==> src/rtl/viterbi_pkg.sv <==
// Shared types and helpers for the 4-state Viterbi traceback output stage.
// Contents: state-count/width constants, packed PM and survivor vectors,
// the traceback FSM state enum and the argmin-over-path-metrics function.
package viterbi_pkg;

  localparam int NUM_STATES = 4;
  localparam int PM_W       = 7;
  localparam int TB_DEPTH   = 8;
  localparam int IDX_W      = $clog2(NUM_STATES);
  localparam int TB_IDX_W   = $clog2(TB_DEPTH);
  // One extra bit so the counters can hold TB_DEPTH itself if ever needed.
  localparam int CNT_W      = TB_IDX_W + 1;

  typedef logic [NUM_STATES-1:0][PM_W-1:0]     pm_vec_t;
  typedef logic [NUM_STATES-1:0][TB_DEPTH-1:0] data_vec_t;

  typedef enum logic [1:0] {
    IDLE   = 2'd0,
    FILL   = 2'd1,
    STREAM = 2'd2,
    FLUSH  = 2'd3
  } tb_state_t;

  // Index of the smallest unsigned PM; strict '<' keeps ties on the lowest index.
  function automatic logic [IDX_W-1:0] argmin_pm(input pm_vec_t pm);
    logic [IDX_W-1:0] best;
    best = IDX_W'(0);
    for (int i = 1; i < NUM_STATES; i++) begin
      if (pm[i] < pm[best]) begin
        best = IDX_W'(i);
      end else begin
        best = best;
      end
    end
    return best;
  endfunction

endpackage

==> src/rtl/viterbi_traceback_out_if.sv <==
// Bus bundle between the ACS lanes, the traceback output stage and the
// decoded-bit consumer.
//   in_valid/in_ready/flush/pm/data : symbol input side
//   out_valid/out_ready/out_bit/out_last : decoded bit stream
//   norm_en/norm_val : path-metric normalisation request back to the ACS
// slave = the traceback stage, master = its environment.
interface viterbi_traceback_out_if;
  import viterbi_pkg::*;

  logic            in_valid;
  logic            in_ready;
  logic            flush;
  pm_vec_t         pm;
  data_vec_t       data;
  logic            out_valid;
  logic            out_ready;
  logic            out_bit;
  logic            out_last;
  logic            norm_en;
  logic [PM_W-1:0] norm_val;

  modport slave (
    input  in_valid, flush, pm, data, out_ready,
    output in_ready, out_valid, out_bit, out_last, norm_en, norm_val
  );

  modport master (
    output in_valid, flush, pm, data, out_ready,
    input  in_ready, out_valid, out_bit, out_last, norm_en, norm_val
  );

endinterface

==> src/rtl/viterbi_bit_fifo.sv <==
// Small synchronous FIFO for decoded {bit,last} entries.
// Ports: i_clk, i_rst (sync, active-high), i_push/i_wdata, i_pop,
//        o_rdata (head entry, zero when empty), o_full, o_empty.
module viterbi_bit_fifo #(
  parameter int WIDTH = 2,
  parameter int DEPTH = 4
) (
  input  logic             i_clk,
  input  logic             i_rst,
  input  logic             i_push,
  input  logic [WIDTH-1:0] i_wdata,
  input  logic             i_pop,
  output logic [WIDTH-1:0] o_rdata,
  output logic             o_full,
  output logic             o_empty
);

  localparam int AW = $clog2(DEPTH);

  logic [WIDTH-1:0] r_mem [DEPTH];
  logic [AW:0]      r_wptr;
  logic [AW:0]      r_rptr;
  logic             w_full;
  logic             w_empty;

  // Pointers carry a wrap bit: equal -> empty, only wrap bit differs -> full.
  assign w_empty = (r_wptr == r_rptr);
  assign w_full  = (r_wptr[AW] != r_rptr[AW]) && (r_wptr[AW-1:0] == r_rptr[AW-1:0]);

  // Pointer update; push while full and pop while empty are ignored.
  always_ff @(posedge i_clk) begin
    if (i_rst) begin
      r_wptr <= (AW+1)'(0);
      r_rptr <= (AW+1)'(0);
    end else begin
      if (i_push && !w_full) begin
        r_wptr <= r_wptr + (AW+1)'(1);
      end
      if (i_pop && !w_empty) begin
        r_rptr <= r_rptr + (AW+1)'(1);
      end
    end
  end

  // Storage write; contents need no reset because the head is masked when empty.
  always_ff @(posedge i_clk) begin
    if (i_push && !w_full) begin
      r_mem[r_wptr[AW-1:0]] <= i_wdata;
    end
  end

  assign o_rdata = w_empty ? {WIDTH{1'b0}} : r_mem[r_rptr[AW-1:0]];
  assign o_full  = w_full;
  assign o_empty = w_empty;

endmodule

==> src/rtl/viterbi_traceback_out.sv <==
// Traceback output stage of the 4-state Viterbi decoder.
// Per accepted symbol it picks the lowest-PM survivor and, once the survivor
// registers are full, emits its oldest bit into a {bit,last} FIFO. On flush it
// drains the remaining decided bits of the best survivor, tagging the final one.
// It also requests PM normalisation once the minimum PM reaches NORM_THR.
// Ports: i_clk, i_rst (sync, active-high), if_bus (slave modport of
//        viterbi_traceback_out_if).
module viterbi_traceback_out
  import viterbi_pkg::*;
#(
  parameter int FIFO_DEPTH = 4,
  parameter int NORM_THR   = 64
) (
  input  logic                           i_clk,
  input  logic                           i_rst,
  viterbi_traceback_out_if.slave         if_bus
);

  tb_state_t          r_state;
  tb_state_t          w_state_nxt;
  logic [CNT_W-1:0]   r_fill_cnt;
  logic [CNT_W-1:0]   w_fill_nxt;
  logic [CNT_W-1:0]   r_rem;
  logic [CNT_W-1:0]   w_rem_nxt;
  logic [TB_DEPTH-1:0] r_snap;
  logic [TB_DEPTH-1:0] w_snap_nxt;
  logic [TB_DEPTH-1:0] r_last_surv;
  logic               r_norm_en;
  logic [PM_W-1:0]    r_norm_val;
  logic [1:0]         r_hold;

  logic               w_accept;
  logic [IDX_W-1:0]   w_best_idx;
  logic [PM_W-1:0]    w_best_pm;
  logic [TB_DEPTH-1:0] w_best_surv;
  logic [TB_IDX_W-1:0] w_rem_idx;
  logic               w_push;
  logic               w_push_bit;
  logic               w_push_last;
  logic               w_pop;
  logic [1:0]         w_fifo_rdata;
  logic               w_fifo_full;
  logic               w_fifo_empty;
  logic               w_norm_trig;

  assign w_best_idx  = argmin_pm(if_bus.pm);
  assign w_best_pm   = if_bus.pm[w_best_idx];
  assign w_best_surv = if_bus.data[w_best_idx];
  assign w_accept    = if_bus.in_valid && if_bus.in_ready;
  assign w_pop       = if_bus.out_valid && if_bus.out_ready;
  assign w_rem_idx   = TB_IDX_W'(r_rem - CNT_W'(1));
  assign w_norm_trig = w_accept && (w_best_pm >= PM_W'(NORM_THR));

  // Next-state, counter and FIFO-push decode for the traceback FSM.
  always_comb begin
    w_state_nxt = r_state;
    w_fill_nxt  = r_fill_cnt;
    w_rem_nxt   = r_rem;
    w_snap_nxt  = r_snap;
    w_push      = 1'b0;
    w_push_bit  = 1'b0;
    w_push_last = 1'b0;
    case (r_state)
      IDLE: begin
        if (w_accept) begin
          w_state_nxt = FILL;
          w_fill_nxt  = CNT_W'(1);
        end else begin
          w_state_nxt = IDLE;
        end
      end
      FILL, STREAM: begin
        if (w_accept) begin
          if ((r_state == STREAM) || (r_fill_cnt == CNT_W'(TB_DEPTH - 1))) begin
            w_state_nxt = STREAM;
            w_fill_nxt  = CNT_W'(TB_DEPTH - 1);
            w_push      = 1'b1;
            w_push_bit  = w_best_surv[TB_DEPTH-1];
          end else begin
            w_fill_nxt  = r_fill_cnt + CNT_W'(1);
          end
        end else begin
          w_fill_nxt = r_fill_cnt;
        end
        // A same-cycle accept is included: snapshot the fresh survivor.
        if (if_bus.flush && (w_fill_nxt != CNT_W'(0))) begin
          w_state_nxt = FLUSH;
          w_rem_nxt   = w_fill_nxt;
          w_snap_nxt  = w_accept ? w_best_surv : r_last_surv;
        end else begin
          w_rem_nxt = r_rem;
        end
      end
      FLUSH: begin
        if (r_rem == CNT_W'(0)) begin
          w_state_nxt = IDLE;
          w_fill_nxt  = CNT_W'(0);
        end else if (!w_fifo_full) begin
          w_push      = 1'b1;
          w_push_bit  = r_snap[w_rem_idx];
          w_rem_nxt   = r_rem - CNT_W'(1);
          if (r_rem == CNT_W'(1)) begin
            w_push_last = 1'b1;
            w_state_nxt = IDLE;
            w_fill_nxt  = CNT_W'(0);
          end else begin
            w_push_last = 1'b0;
          end
        end else begin
          w_push = 1'b0;
        end
      end
      default: begin
        w_state_nxt = IDLE;
        w_fill_nxt  = CNT_W'(0);
      end
    endcase
  end

  // FSM state, counters, flush snapshot and last accepted best survivor.
  always_ff @(posedge i_clk) begin
    if (i_rst) begin
      r_state     <= IDLE;
      r_fill_cnt  <= CNT_W'(0);
      r_rem       <= CNT_W'(0);
      r_snap      <= TB_DEPTH'(0);
      r_last_surv <= TB_DEPTH'(0);
    end else begin
      r_state    <= w_state_nxt;
      r_fill_cnt <= w_fill_nxt;
      r_rem      <= w_rem_nxt;
      r_snap     <= w_snap_nxt;
      if (w_accept) begin
        r_last_surv <= w_best_surv;
      end
    end
  end

  // Normalisation pulse; r_hold blocks new pulses for two cycles after one.
  always_ff @(posedge i_clk) begin
    if (i_rst) begin
      r_norm_en  <= 1'b0;
      r_norm_val <= PM_W'(0);
      r_hold     <= 2'd0;
    end else if (w_norm_trig && (r_hold == 2'd0)) begin
      r_norm_en  <= 1'b1;
      r_norm_val <= w_best_pm;
      r_hold     <= 2'd2;
    end else begin
      r_norm_en <= 1'b0;
      if (r_hold != 2'd0) begin
        r_hold <= r_hold - 2'd1;
      end
    end
  end

  viterbi_bit_fifo #(
    .WIDTH (2),
    .DEPTH (FIFO_DEPTH)
  ) u_fifo (
    .i_clk   (i_clk),
    .i_rst   (i_rst),
    .i_push  (w_push),
    .i_wdata ({w_push_bit, w_push_last}),
    .i_pop   (w_pop),
    .o_rdata (w_fifo_rdata),
    .o_full  (w_fifo_full),
    .o_empty (w_fifo_empty)
  );

  assign if_bus.in_ready  = !w_fifo_full && (r_state != FLUSH);
  assign if_bus.out_valid = !w_fifo_empty;
  assign if_bus.out_bit   = w_fifo_rdata[1];
  assign if_bus.out_last  = w_fifo_rdata[0];
  assign if_bus.norm_en   = r_norm_en;
  assign if_bus.norm_val  = r_norm_val;

endmodule
==> src/flat_wrapper.sv <==
// flat-port wrapper written by rule: the top's interface ports become plain ports
module viterbi_traceback_out_flat import viterbi_pkg::*;
#(
  parameter int FIFO_DEPTH = 4,
  parameter int NORM_THR   = 64
)
  (i_clk, i_rst, if_bus_in_valid, if_bus_flush, if_bus_pm, if_bus_data, if_bus_out_ready, if_bus_in_ready, if_bus_out_valid, if_bus_out_bit, if_bus_out_last, if_bus_norm_en, if_bus_norm_val);
  viterbi_traceback_out_if if_bus_i ();
  input  logic i_clk;
  input  logic i_rst;
  input wire logic [$bits(if_bus_i.in_valid)-1:0] if_bus_in_valid;
  input wire logic [$bits(if_bus_i.flush)-1:0] if_bus_flush;
  input wire logic [$bits(if_bus_i.pm)-1:0] if_bus_pm;
  input wire logic [$bits(if_bus_i.data)-1:0] if_bus_data;
  input wire logic [$bits(if_bus_i.out_ready)-1:0] if_bus_out_ready;
  output wire logic [$bits(if_bus_i.in_ready)-1:0] if_bus_in_ready;
  output wire logic [$bits(if_bus_i.out_valid)-1:0] if_bus_out_valid;
  output wire logic [$bits(if_bus_i.out_bit)-1:0] if_bus_out_bit;
  output wire logic [$bits(if_bus_i.out_last)-1:0] if_bus_out_last;
  output wire logic [$bits(if_bus_i.norm_en)-1:0] if_bus_norm_en;
  output wire logic [$bits(if_bus_i.norm_val)-1:0] if_bus_norm_val;
  assign if_bus_i.in_valid = if_bus_in_valid;
  assign if_bus_i.flush = if_bus_flush;
  assign if_bus_i.pm = if_bus_pm;
  assign if_bus_i.data = if_bus_data;
  assign if_bus_i.out_ready = if_bus_out_ready;
  assign if_bus_in_ready = if_bus_i.in_ready;
  assign if_bus_out_valid = if_bus_i.out_valid;
  assign if_bus_out_bit = if_bus_i.out_bit;
  assign if_bus_out_last = if_bus_i.out_last;
  assign if_bus_norm_en = if_bus_i.norm_en;
  assign if_bus_norm_val = if_bus_i.norm_val;
  viterbi_traceback_out #(.FIFO_DEPTH(FIFO_DEPTH), .NORM_THR(NORM_THR)) u_core (.i_clk(i_clk), .i_rst(i_rst), .if_bus(if_bus_i));
endmodule
==> config.mk <==
export PLATFORM = sky130hd
export DESIGN_NAME = viterbi_traceback_out_flat
export DESIGN_NICKNAME = d
export VERILOG_FILES = /design/src/rtl/viterbi_pkg.sv /design/src/rtl/viterbi_traceback_out_if.sv /design/src/rtl/viterbi_bit_fifo.sv /design/src/rtl/viterbi_traceback_out.sv /design/src/flat_wrapper.sv
export SDC_FILE = /design/constraint.sdc
export NUM_CORES = 1
export LEC_CHECK = 0
export BUFFER_PORTS_ARGS = -buffer_cell sky130_fd_sc_hd__buf_2
export CORE_UTILIZATION = 30
export CTS_BUF_LIST = sky130_fd_sc_hd__clkbuf_2
export DETAILED_ROUTE_END_ITERATION = 10
export GPL_TIMING_DRIVEN = 0
export RECOVER_POWER = 50
export SLEW_MARGIN = 40
export SYNTH_ARGS = -nofsm -noshare
export SYNTH_HDL_FRONTEND = slang
export SYNTH_HIERARCHICAL = 1
export SYNTH_SLANG_ARGS = --single-unit
==> constraint.sdc <==
create_clock -name i_clk -period 5.8 [get_ports i_clk]
set_input_delay 0.87 -clock i_clk [delete_from_list [all_inputs] [get_ports i_clk]]
set_output_delay 0.87 -clock i_clk [all_outputs]
set_load 0.1 [all_outputs]
==> out/metrics.csv, run 1 <==
metric;value;unit
status;finished clean;
power.internal;0.777;mW
grt_pass1_wl;16700;um
ys_seq_area_share;29.2;%
setup_tns;0;ns
antenna_found_initial;0;
cp.arrival;5.91;ns
diodes;0;
final_layout_size_suffix_gt1_share;25.8;%
place_hpwl;7900;um
layout_min_cycle_time;5.56;ns
ios;77;
critPathMaxStageDelay;0.39;ns
setup_viol;0;
cpMaxStageDelayCell;a221o_1;
critPathMaxFanout;28;
rows;40;
wl;9910;um
cpMostUsedCell;ha_1;
die_area;13300;sq um
clock_skew;0.0262;ns
p_per_area;317;nW/um^2
clk_latency;0.44;ns
cap_violations;0;
avgViaCountPerCell;5.01;
hold_path.class;reg -> reg;
pwr-share-comb;55.8;%
clk_pin_slew;0.29;ns
reg2reg_from;u_core/u_fifo/r_wptr[2]$_SDFFE_PP0P_;
postRouteAntennaNets;0;
crit_start;if_bus_pm[4];
ys_warn_count;6;
gp_congestion;0.839;
layout_common_cells;buf_2 (64), dfxtp_1 (44), nand2_1 (43);
track_usage;15.7;%
firstDrtPassIters;4;
fillers;1248;
die_y;115;um
drc_errors;0;
synthCells;455;
via_count;3574;
nNetsFinal;640;
synth_area;3840;sq um
worst_pin_slew;1.18;ns
core_area;12300;sq um
start_util;31.4;%
start_kind;input pin;
wl_per_cell;13.9;um
switchingPower;0.707;mW
dieWidth;115;um
grt_max_degree;29;
avgSynthCellArea;8.45;sq um
required;6.15;ns
endpoint_kind;register;
power.leakage;1.85;nW
ys_ff_latch;52;
slew_headroom;21.6;%
path_class;in -> reg;
h-tree-depth;2;
report.power.total;1.48;mW
cts_tree;done;
synth.distinct_cells;62;
pre_cts_ws;-1.28;ns
power.share.clock;13.1;%
seqPwrFrac;31.1;%
hp-start;u_core/r_snap[7]$_SDFFE_PP0P_;
cts_hold_buffers;0;
grt_pass1_vias;3503;
irDropWorstVdd;0.000124;V
p_sw_share;47.6;%
cts_buffers;5;
final_util;38.1;%
syn_to_final_growth;21.6;%
clock-root-buffer;clkbuf_2;
synth_edf_count;8;
max_freq;0.180;GHz
cts_sinks;52;
min_period_over_period;95.8;%
cts_max_path_buffers;2;
drt_iter0_markers;241;
hold_violations;0;
overflow;0;
async_flop_share;0;%
final_common_cell;buf_2;
layout_setup_ws;0.244;ns
synth_nets;550;
numPortBuffers;76;
drv_slew;0;
synthFlopType;dfxtp_1;
==> state kept, by name, summed over array words and instances, names as in the netlist, named ones only <==
| register | count |
|---|---|
| u_core/if_bus.norm_val | 7 |
| u_core/u_fifo/r_wptr | 3 |
| u_core/if_bus.norm_en | 1 |
| u_core/r_rem | 4 |
| u_core/u_fifo/r_mem | 8 |
| u_core/r_hold | 2 |
| u_core/r_fill_cnt | 4 |
| u_core/u_fifo/r_rptr | 3 |
| u_core/r_last_surv | 8 |
| u_core/r_snap | 8 |
| u_core/r_state | 2 |
==> synthesized netlist by cell type, types with 3 or more instances <==
cell type  count  area (sq um)
a211o_1        4          35.0
a211oi_1       8          60.1
a211oi_2       8           100
a21oi_1       27           135
a221oi_1       4          35.0
a221oi_2       3          45.0
a31o_2         5          43.8
a31oi_1        4          25.0
a41oi_1        3          26.3
and2_1         5          31.3
buf_1          4          15.0
clkbuf_1      13          48.8
dfxtp_1       44           881
edfxtp_1       8           240
ha_1          30           375
inv_1         34           128
mux2_2        15           169
mux2i_1       10           100
mux4_2         4          90.1
nand2_1       43           161
nand2b_1       4          25.0
nand3_1        4          20.0
nand3b_1       7          52.6
nand4_1        5          31.3
nor2_1        41           154
nor2b_1        5          31.3
nor3_1        13          65.1
nor3b_1        6          45.0
o211ai_1       6          45.0
o21ai_0       29           145
o21ai_1        9          45.0
or2_2          3          18.8
or3_1          3          18.8
xnor2_1        5          43.8
xor2_1         3          26.3
==> power groups by stage <==
stage | Sequential, mW | Combinational [mW] | Clock, mW
finish | 0.461 | 0.828 | 0.195
global route | 0.470 | 0.909 | 0.215
CTS | 0.460 | 0.811 | 0.201
detailed placement | 0.468 | 0.787 | 0
global placement | 0.468 | 0.774 | 0
floorplan | 0.537 | 0.547 | 0
==> repair_timing <==
action / 4_1_cts / 5_1_grt
gates resized for setup: 6 / 17
setup endpoints to repair: 29 / 29
pin swaps: 4 / 5
buffers inserted: 5 / 3
cloned: 1 / 0
==> critical path, delay by kind of cell <==
kind / cells / cell delay, ns
adders and majority gates: 3 / 0.74
muxes: 1 / 0.35
and+or+nand+nor: 5 / 0.90
AOI/OAI and AO/OA: 10 / 2.08
buffers and inverters: 7 / 0.98
==> stage by stage <==
stage	area (sq um)	hold WS (ns)	cells
after floorplan	3870	0.422	455
after global placement	4460	0.430	699
after detailed placement	4460	0.439	699
after CTS	4600	0.469	711
after global routing	4670	0.498	714
final	4670	0.470	714
==> cells by family after synthesis <==
kind of cell    synth area share (%)
buf+inv                         5.96
flops                           29.2
fa+ha+maj                       9.76
mux                             10.3
compound gates                  24.1
simple gates                    18.9
xor+xnor                        1.82
==> final cells by class <==
cell class                 instances  area, sq um  area share, %
timing repair buffer              84          425           9.10
clock buffer                       5         25.0          0.535
inverter                          34          128           2.73
clock inverter                     3         46.3          0.990
tap                              168          210           4.50
sequential                        52         1120           24.0
buffer                            19          110           2.36
multi-input combinational        349         2610           55.8
==> path summary, 6_finish.rpt <==
| kind | endpoint | slack, ns | depth (start not counted) |
|---|---|---|---|
| setup / recovery | u_core/if_bus.norm_val[1]$_SDFFE_PP0P_ | 0.24 | 26 |
| hold / removal | u_core/r_snap[7]$_SDFFE_PP0P_ | 0.47 | 2 |
| setup reg to reg | u_core/r_rem[3]$_SDFFE_PP0P_ | 2.07 | 9 |
| hold reg to reg | u_core/r_snap[7]$_SDFFE_PP0P_ | 0.47 | 2 |
==> per-layer routing <==
layer	share of wire, %	vias to the layer above	global-route usage, %
met5	0	-	0
met4	0.33	0	2.51
met3	4.0	4	2.32
met2	47	80	26.5
met1	48	1645	21.5
li1	-	1845	-
(Power assumes the default switching activity.)
==> run 2: changes to the inputs <==
==> constraint.sdc (replaced) <==
create_clock -name i_clk -period 5.55 [get_ports i_clk]
set_input_delay 0.8325 -clock i_clk [delete_from_list [all_inputs] [get_ports i_clk]]
set_output_delay 0.8325 -clock i_clk [all_outputs]
set_load 0.1 [all_outputs]
==> out/metrics.csv, run 2 (synthesis gave the netlist of run 1 again) <==
metric;value;unit;change
status;finished clean;;
cpMaxStageDelayCell;a211o_4;;
irDropWorstVdd;0.000120;V;-3.2%
cts_sinks;52;;unchanged
critPathMaxFanout;10;;-64%
cpMostUsedCell;ha_1;;
wl;10300;um;+3.8%
ios;77;;unchanged
report.power.total;1.53;mW;+3.3%
avgViaCountPerCell;5.12;;+2.2%
use_met3;2.42;%;+0.11 points
final_util;39.1;%;+0.97 points
gp_congestion;0.879;;+4.8%
postRouteAntennaNets;0;;unchanged
drv_slew;0;;unchanged
setup_viol;0;;unchanged
grt_use_met2;27.1;%;+0.60 points
r2r_end;u_core/r_rem[3]$_SDFFE_PP0P_;;
required;5.89;ns;-0.26 ns
grt_max_degree;15;;-48%
critPathCapture;u_core/if_bus.norm_val[1]$_SDFFE_PP0P_;;
clk_pin_slew;0.24;ns;-0.05 ns
drc_errors;0;;unchanged
start_kind;input pin;;
core_area;12300;sq um;unchanged
clk_latency;0.44;ns;about the same
min_period_over_period;97.4;%;
slew_headroom;21.7;%;+0.12 points
grt_pass1_wl;17100;um;+1.9%
firstDrtPassIters;5;;+1
worst_pin_slew;1.18;ns;-0.00176 ns
path_class;in -> reg;;
placed_cells;699;;unchanged
reg2reg_from;u_core/u_fifo/r_wptr[2]$_SDFFE_PP0P_;;
syn_to_final_growth;24.7;%;
critPathMaxStageDelay;0.40;ns;about the same
layout_common_cells;buf_2 (64), dfxtp_1 (44), nand2_1 (43);;
critPathTopFamily;compound AO/OA/AOI/OAI gates;;
max_freq;0.185;GHz;
grt_pass1_vias;3581;;+2.2%
antenna_found_initial;0;;unchanged
reg2reg_slack;1.84;ns;-0.23 ns
p_per_area;320;nW/um^2;+0.76%
die_area;13300;sq um;unchanged
clock_skew;0.0254;ns;-0.000866 ns
final_common_cell;buf_2;;
numPortBuffers;76;;unchanged
fin_hold_ws;0.466;ns;-0.00411 ns
clock-root-buffer;clkbuf_2;;
layoutNonFillerInstCount;724;;+1.4%
via_count;3704;;+3.6%
place_hpwl;7980;um;+1.0%
worst-path-buf-inv;8;;+1
nNetsFinal;650;;+1.6%
dieWidth;115;um;unchanged
cap_violations;0;;unchanged
grt-busiest-layer;met2;;
cts_tree;done;;
cts_hold_buffers;0;;unchanged
overflow;0;;unchanged
start_util;31.4;%;unchanged
drt_iter0_markers;185;;-23%
hold_path.class;reg -> reg;;
rr_worst_depth;9;;unchanged
cts_max_path_buffers;2;;unchanged
endpoint_kind;register;;
setup_tns;0;ns;unchanged
use_met1;21.7;%;+0.23 points
die_y;115;um;unchanged
crit_start;if_bus_pm[1];;
diodes;0;;unchanged
layout_min_cycle_time;5.41;ns;
rows;40;;unchanged
wl_per_cell;14.2;um;+2.4%
power.leakage;1.89;nW;+2.6%
hold_violations;0;;unchanged
track_usage;16.1;%;+0.42 points
final_layout_size_suffix_gt1_share;28.6;%;+2.8 points
cp.depth;27;;+3.8%
h-tree-depth;2;;unchanged
cts_buffers;5;;unchanged
cp.arrival;5.75;ns;-0.16 ns
-- run 2: power breakdown --
part | internal (mW) | total (mW) | switching [mW]
Sequential | 0.439 | 0.482 | 0.0434
Combinational | 0.319 | 0.903 | 0.584
Clock | 0.0336 | 0.148 | 0.114
Total | 0.791 | 1.53 | 0.742
-- run 2: what timing repair did --
item	4_1_cts	5_1_grt
hold endpoints to repair	0	0
pin swaps	5	12
resized for setup	9	17
endpoints found under the setup margin	29	29
buffers inserted	7	10
-- run 2: area by class of cell --
| cell class | count | area, sq um |
|---|---|---|
| Fill cell | 1273 | 7470 |
| Clock inverter | 1 | 3.75 |
| Multi-Input combinational cell | 348 | 2650 |
| Timing Repair Buffer | 93 | 493 |
| Clock buffer | 7 | 35.0 |
| Inverter | 34 | 128 |
| Sequential cell | 52 | 1120 |
| Tap cell | 168 | 210 |
| Buffer | 21 | 149 |
-- run 2: worst reg2reg max path: cells and delay by family (launching register included) --
family / cells / cell delay (ns)
DFF: 1 / 0.41
AOI/OAI and AO/OA: 5 / 1.46
and+or+nand+nor: 3 / 1.21
xor gates and xnor gates: 1 / 0.58
-- run 2: how the worst min path moves through the flow --
stage                                              from                             to  slack, ns  cells past startpoint
after floorplan           u_core/r_hold[0]$_SDFFE_PP0P_  u_core/r_hold[0]$_SDFFE_PP0P_       0.42                      1
after global placement    u_core/r_hold[0]$_SDFFE_PP0P_  u_core/r_hold[0]$_SDFFE_PP0P_       0.43                      1
after detailed placement  u_core/r_snap[6]$_SDFFE_PP0P_  u_core/r_snap[6]$_SDFFE_PP0P_       0.45                      2
after CTS                 u_core/r_snap[6]$_SDFFE_PP0P_  u_core/r_snap[6]$_SDFFE_PP0P_       0.47                      2
after global routing      u_core/r_snap[3]$_SDFFE_PP0P_  u_core/r_snap[3]$_SDFFE_PP0P_       0.51                      2
final                     u_core/r_snap[3]$_SDFFE_PP0P_  u_core/r_snap[3]$_SDFFE_PP0P_       0.47                      2
-- run 2: routing by layer --
layer | part of all wire [%] | up-vias | routed length, um
li1 | - | 1861 | -
met1 | 49 | 1729 | 5070
met3 | 3.5 | 14 | 363
met2 | 46 | 100 | 4750
met4 | 1.1 | 0 | 109
met5 | 0 | - | 0
-- run 2: metrics by stage --
step | setup WS (ns) | area, sq um
final | 0.143 | 4790
after global routing | -0.0181 | 4790
after CTS | 0.00629 | 4670
after detailed placement | -1.00 | 4530
after global placement | -0.831 | 4530
after floorplan | 0.0198 | 3940
==> run 3: changes to the inputs <==
--- a/config.mk
+++ b/config.mk
@@ -5,6 +5,7 @@
 export SDC_FILE = /design/constraint.sdc
 export NUM_CORES = 1
 export LEC_CHECK = 0
+export ABC_AREA = 1
 export BUFFER_PORTS_ARGS = -buffer_cell sky130_fd_sc_hd__buf_2
 export CORE_UTILIZATION = 30
 export CTS_BUF_LIST = sky130_fd_sc_hd__clkbuf_2
==> out/metrics.csv, run 3 <==
metric;value;unit;change
hp-start;u_core/r_hold[0]$_SDFFE_PP0P_;;
rsz0062_at_grt;false;;
grt_pass1_vias;3394;;-5.2%
cpMostUsedCell;nand2_1;;
layout_min_cycle_time;5.08;ns;-0.327 ns
cap_violations;0;;unchanged
clk_latency;0.43;ns;about the same
reg2reg_from;u_core/u_fifo/r_wptr[0]$_SDFFE_PP0P_;;
overflow;0;;unchanged
synth_area;3740;sq um;-2.7%
track_usage;15.0;%;-1.1 points
irDropWorstVdd;0.000105;V;-13%
pre_cts_ws;-0.714;ns;+0.290 ns
synth_nets;649;;+18%
wl_met1;4730;um;-6.7%
final_layout_size_suffix_gt1_share;17.5;%;-11 points
cpMaxStageDelayCell;o21ai_0;;
dieWidth;114;um;-1.3%
grt_pass1_wl;15700;um;-8.2%
ys_ff_latch;52;;unchanged
drv_slew;0;;unchanged
synth_common_cells;nand2_1 (113), nor2_1 (79), inv_1 (75);;
worst_pin_slew;1.21;ns;+0.0347 ns
place_hpwl;7690;um;-3.7%
grt_max_degree;17;;+2
layout_setup_ws;0.470;ns;+0.327 ns
drt_iter0_markers;155;;-16%
clock-root-buffer;clkbuf_2;;
cts_max_path_buffers;2;;unchanged
min_period_over_period;91.5;%;-5.9 points
avgSynthCellArea;6.75;sq um;-20%
cts_buffers;5;;unchanged
gp_congestion;0.854;;-2.8%
cts_hold_buffers;0;;unchanged
h-tree-depth;2;;unchanged
synth_edf_count;8;;unchanged
antenna_found_initial;0;;unchanged
diodes;0;;unchanged
status;finished clean;;
die_y;114;um;-1.3%
synthFlopType;dfxtp_1;;
dr_wl_met3;270;um;-26%
synth_top_area_share;23.5;%;+0.64 points
layoutNonFillerInstCount;807;;+11%
path_class;in -> reg;;
drc_errors;0;;unchanged
worst-path-buf-inv;6;;-2
layout_common_cells;nand2_1 (116), nor2_1 (79), inv_1 (76);;
cts_tree;done;;
ios;77;;unchanged
crit_start;if_bus_pm[6];;
top_layer_used;met3;;
avgViaCountPerCell;4.58;;-10%
critPathMaxStageDelay;0.33;ns;-0.07 ns
wl_per_cell;11.6;um;-18%
numPortBuffers;76;;unchanged
hold_path.class;reg -> reg;;
ys_top_cells_by_area;dfxtp_1 (24%), nand2_1 (11%), ha_1 (10%), nor2_1 (7.9%), inv_1 (7.5%);;
async_flop_share;0;%;unchanged
firstDrtPassIters;4;;-1
clk_pin_slew;0.26;ns;+0.02 ns
ys_seq_area_share;30.0;%;+0.81 points
synth.distinct_cells;39;;-37%
synth.most_common_cell;nand2_1;;
endpoint_kind;register;;
start_kind;input pin;;
slew_headroom;19.4;%;-2.3 points
critPathMaxFanout;10;;unchanged
power.leakage;2.18;nW;+15%
syn_to_final_growth;16.3;%;
via_count;3700;;-0.11%
ys_warn_count;6;;unchanged
clock_skew;0.0359;ns;+0.0106 ns
setup_viol;0;;unchanged
nNetsFinal;733;;+13%
rows;40;;unchanged
max_freq;0.197;GHz;+6.4%
final_common_cell;nand2_1;;
placed_cells;798;;+14%
wl;9370;um;-8.9%
wl_met2;4370;um;-7.9%
core_area;12100;sq um;-1.6%
required;5.82;ns;-0.07 ns
cp.arrival;5.35;ns;-0.40 ns
synth_top_area_cell;dfxtp_1;;
p_per_area;338;nW/um^2;+5.8%
postRouteAntennaNets;0;;unchanged
die_area;12900;sq um;-2.7%
synthCells;554;;+22%
cts_sinks;52;;unchanged
critPathTopFamily;compound AO/OA/AOI/OAI gates;;
start_util;31.0;%;-0.34 points
hold_violations;0;;unchanged
run 3: power breakdown:
| part | internal (mW) | switching, mW |
|---|---|---|
| Sequential | 0.456 | 0.0448 |
| Combinational | 0.260 | 0.563 |
| Clock | 0.0309 | 0.118 |
| Total | 0.747 | 0.726 |
run 3: repair_timing:
item,4_1_cts,5_1_grt
buffers inserted,0,1
resized for setup,2,4
gates cloned,0,0
endpoints found under the setup margin,13,27
pin swaps,0,1
run 3: final timing paths:
check                           slack (ns)  depth (start not counted)                             endpoint
worst max-delay path                  0.47                         28  u_core/u_fifo/r_mem[1][1]$_DFFE_PP_
worst min register to register        0.46                          1        u_core/r_hold[0]$_SDFFE_PP0P_
worst max register to register        2.09                         17        u_core/r_snap[7]$_SDFFE_PP0P_
worst min-delay path                  0.46                          1        u_core/r_hold[0]$_SDFFE_PP0P_
run 3: per-layer routing:
metal  track usage, %  up-vias
met5                0        -
met4             2.72        0
met3             1.91        0
met2             25.6       65
met1             20.4     1667
li1                 -     1968
run 3: final cells by class:
class	instances	area, sq um
inverter	80	300
buffer	13	83.8
tap	168	210
sequential	52	1120
timing repair buffer	77	373
multi-input combinational	409	2220
fill	1305	7710
clock buffer	5	25.0
clock inverter	3	17.5
run 3: stage by stage:
| step | util, % | total power [mW] | hold slack (ns) | setup TNS, ns | instance area, sq um |
|---|---|---|---|---|---|
| final | 36.1 | 1.47 | 0.464 | 0 | 4350 |
| after CTS | 36.4 | 1.48 | 0.470 | 0 | 4390 |
| after global routing | 36.1 | 1.60 | 0.504 | 0 | 4350 |
| after global placement | 35.9 | 1.30 | 0.422 | -12.22 | 4330 |
| after detailed placement | 35.9 | 1.32 | 0.433 | -13.91 | 4330 |
| after floorplan | - | 1.13 | 0.412 | 0 | 3740 |
run 3: kinds of logic (layout without fill, tap and decap cells):
| kind of cell | after synthesis | in the layout | synth area share, % |
|---|---|---|---|
| AND/OR/NAND/NOR | 277 | 277 | 33.8 |
| XOR/XNOR | 4 | 4 | 0.937 |
| buffers and inverters | 93 | 178 | 10.2 |
| multiplexers | 1 | 1 | 0.268 |
| flip-flops | 52 | 52 | 30.0 |
| adder cells (fa/ha/maj) | 30 | 30 | 10.0 |
| AO/OA/AOI/OAI | 97 | 97 | 14.7 |
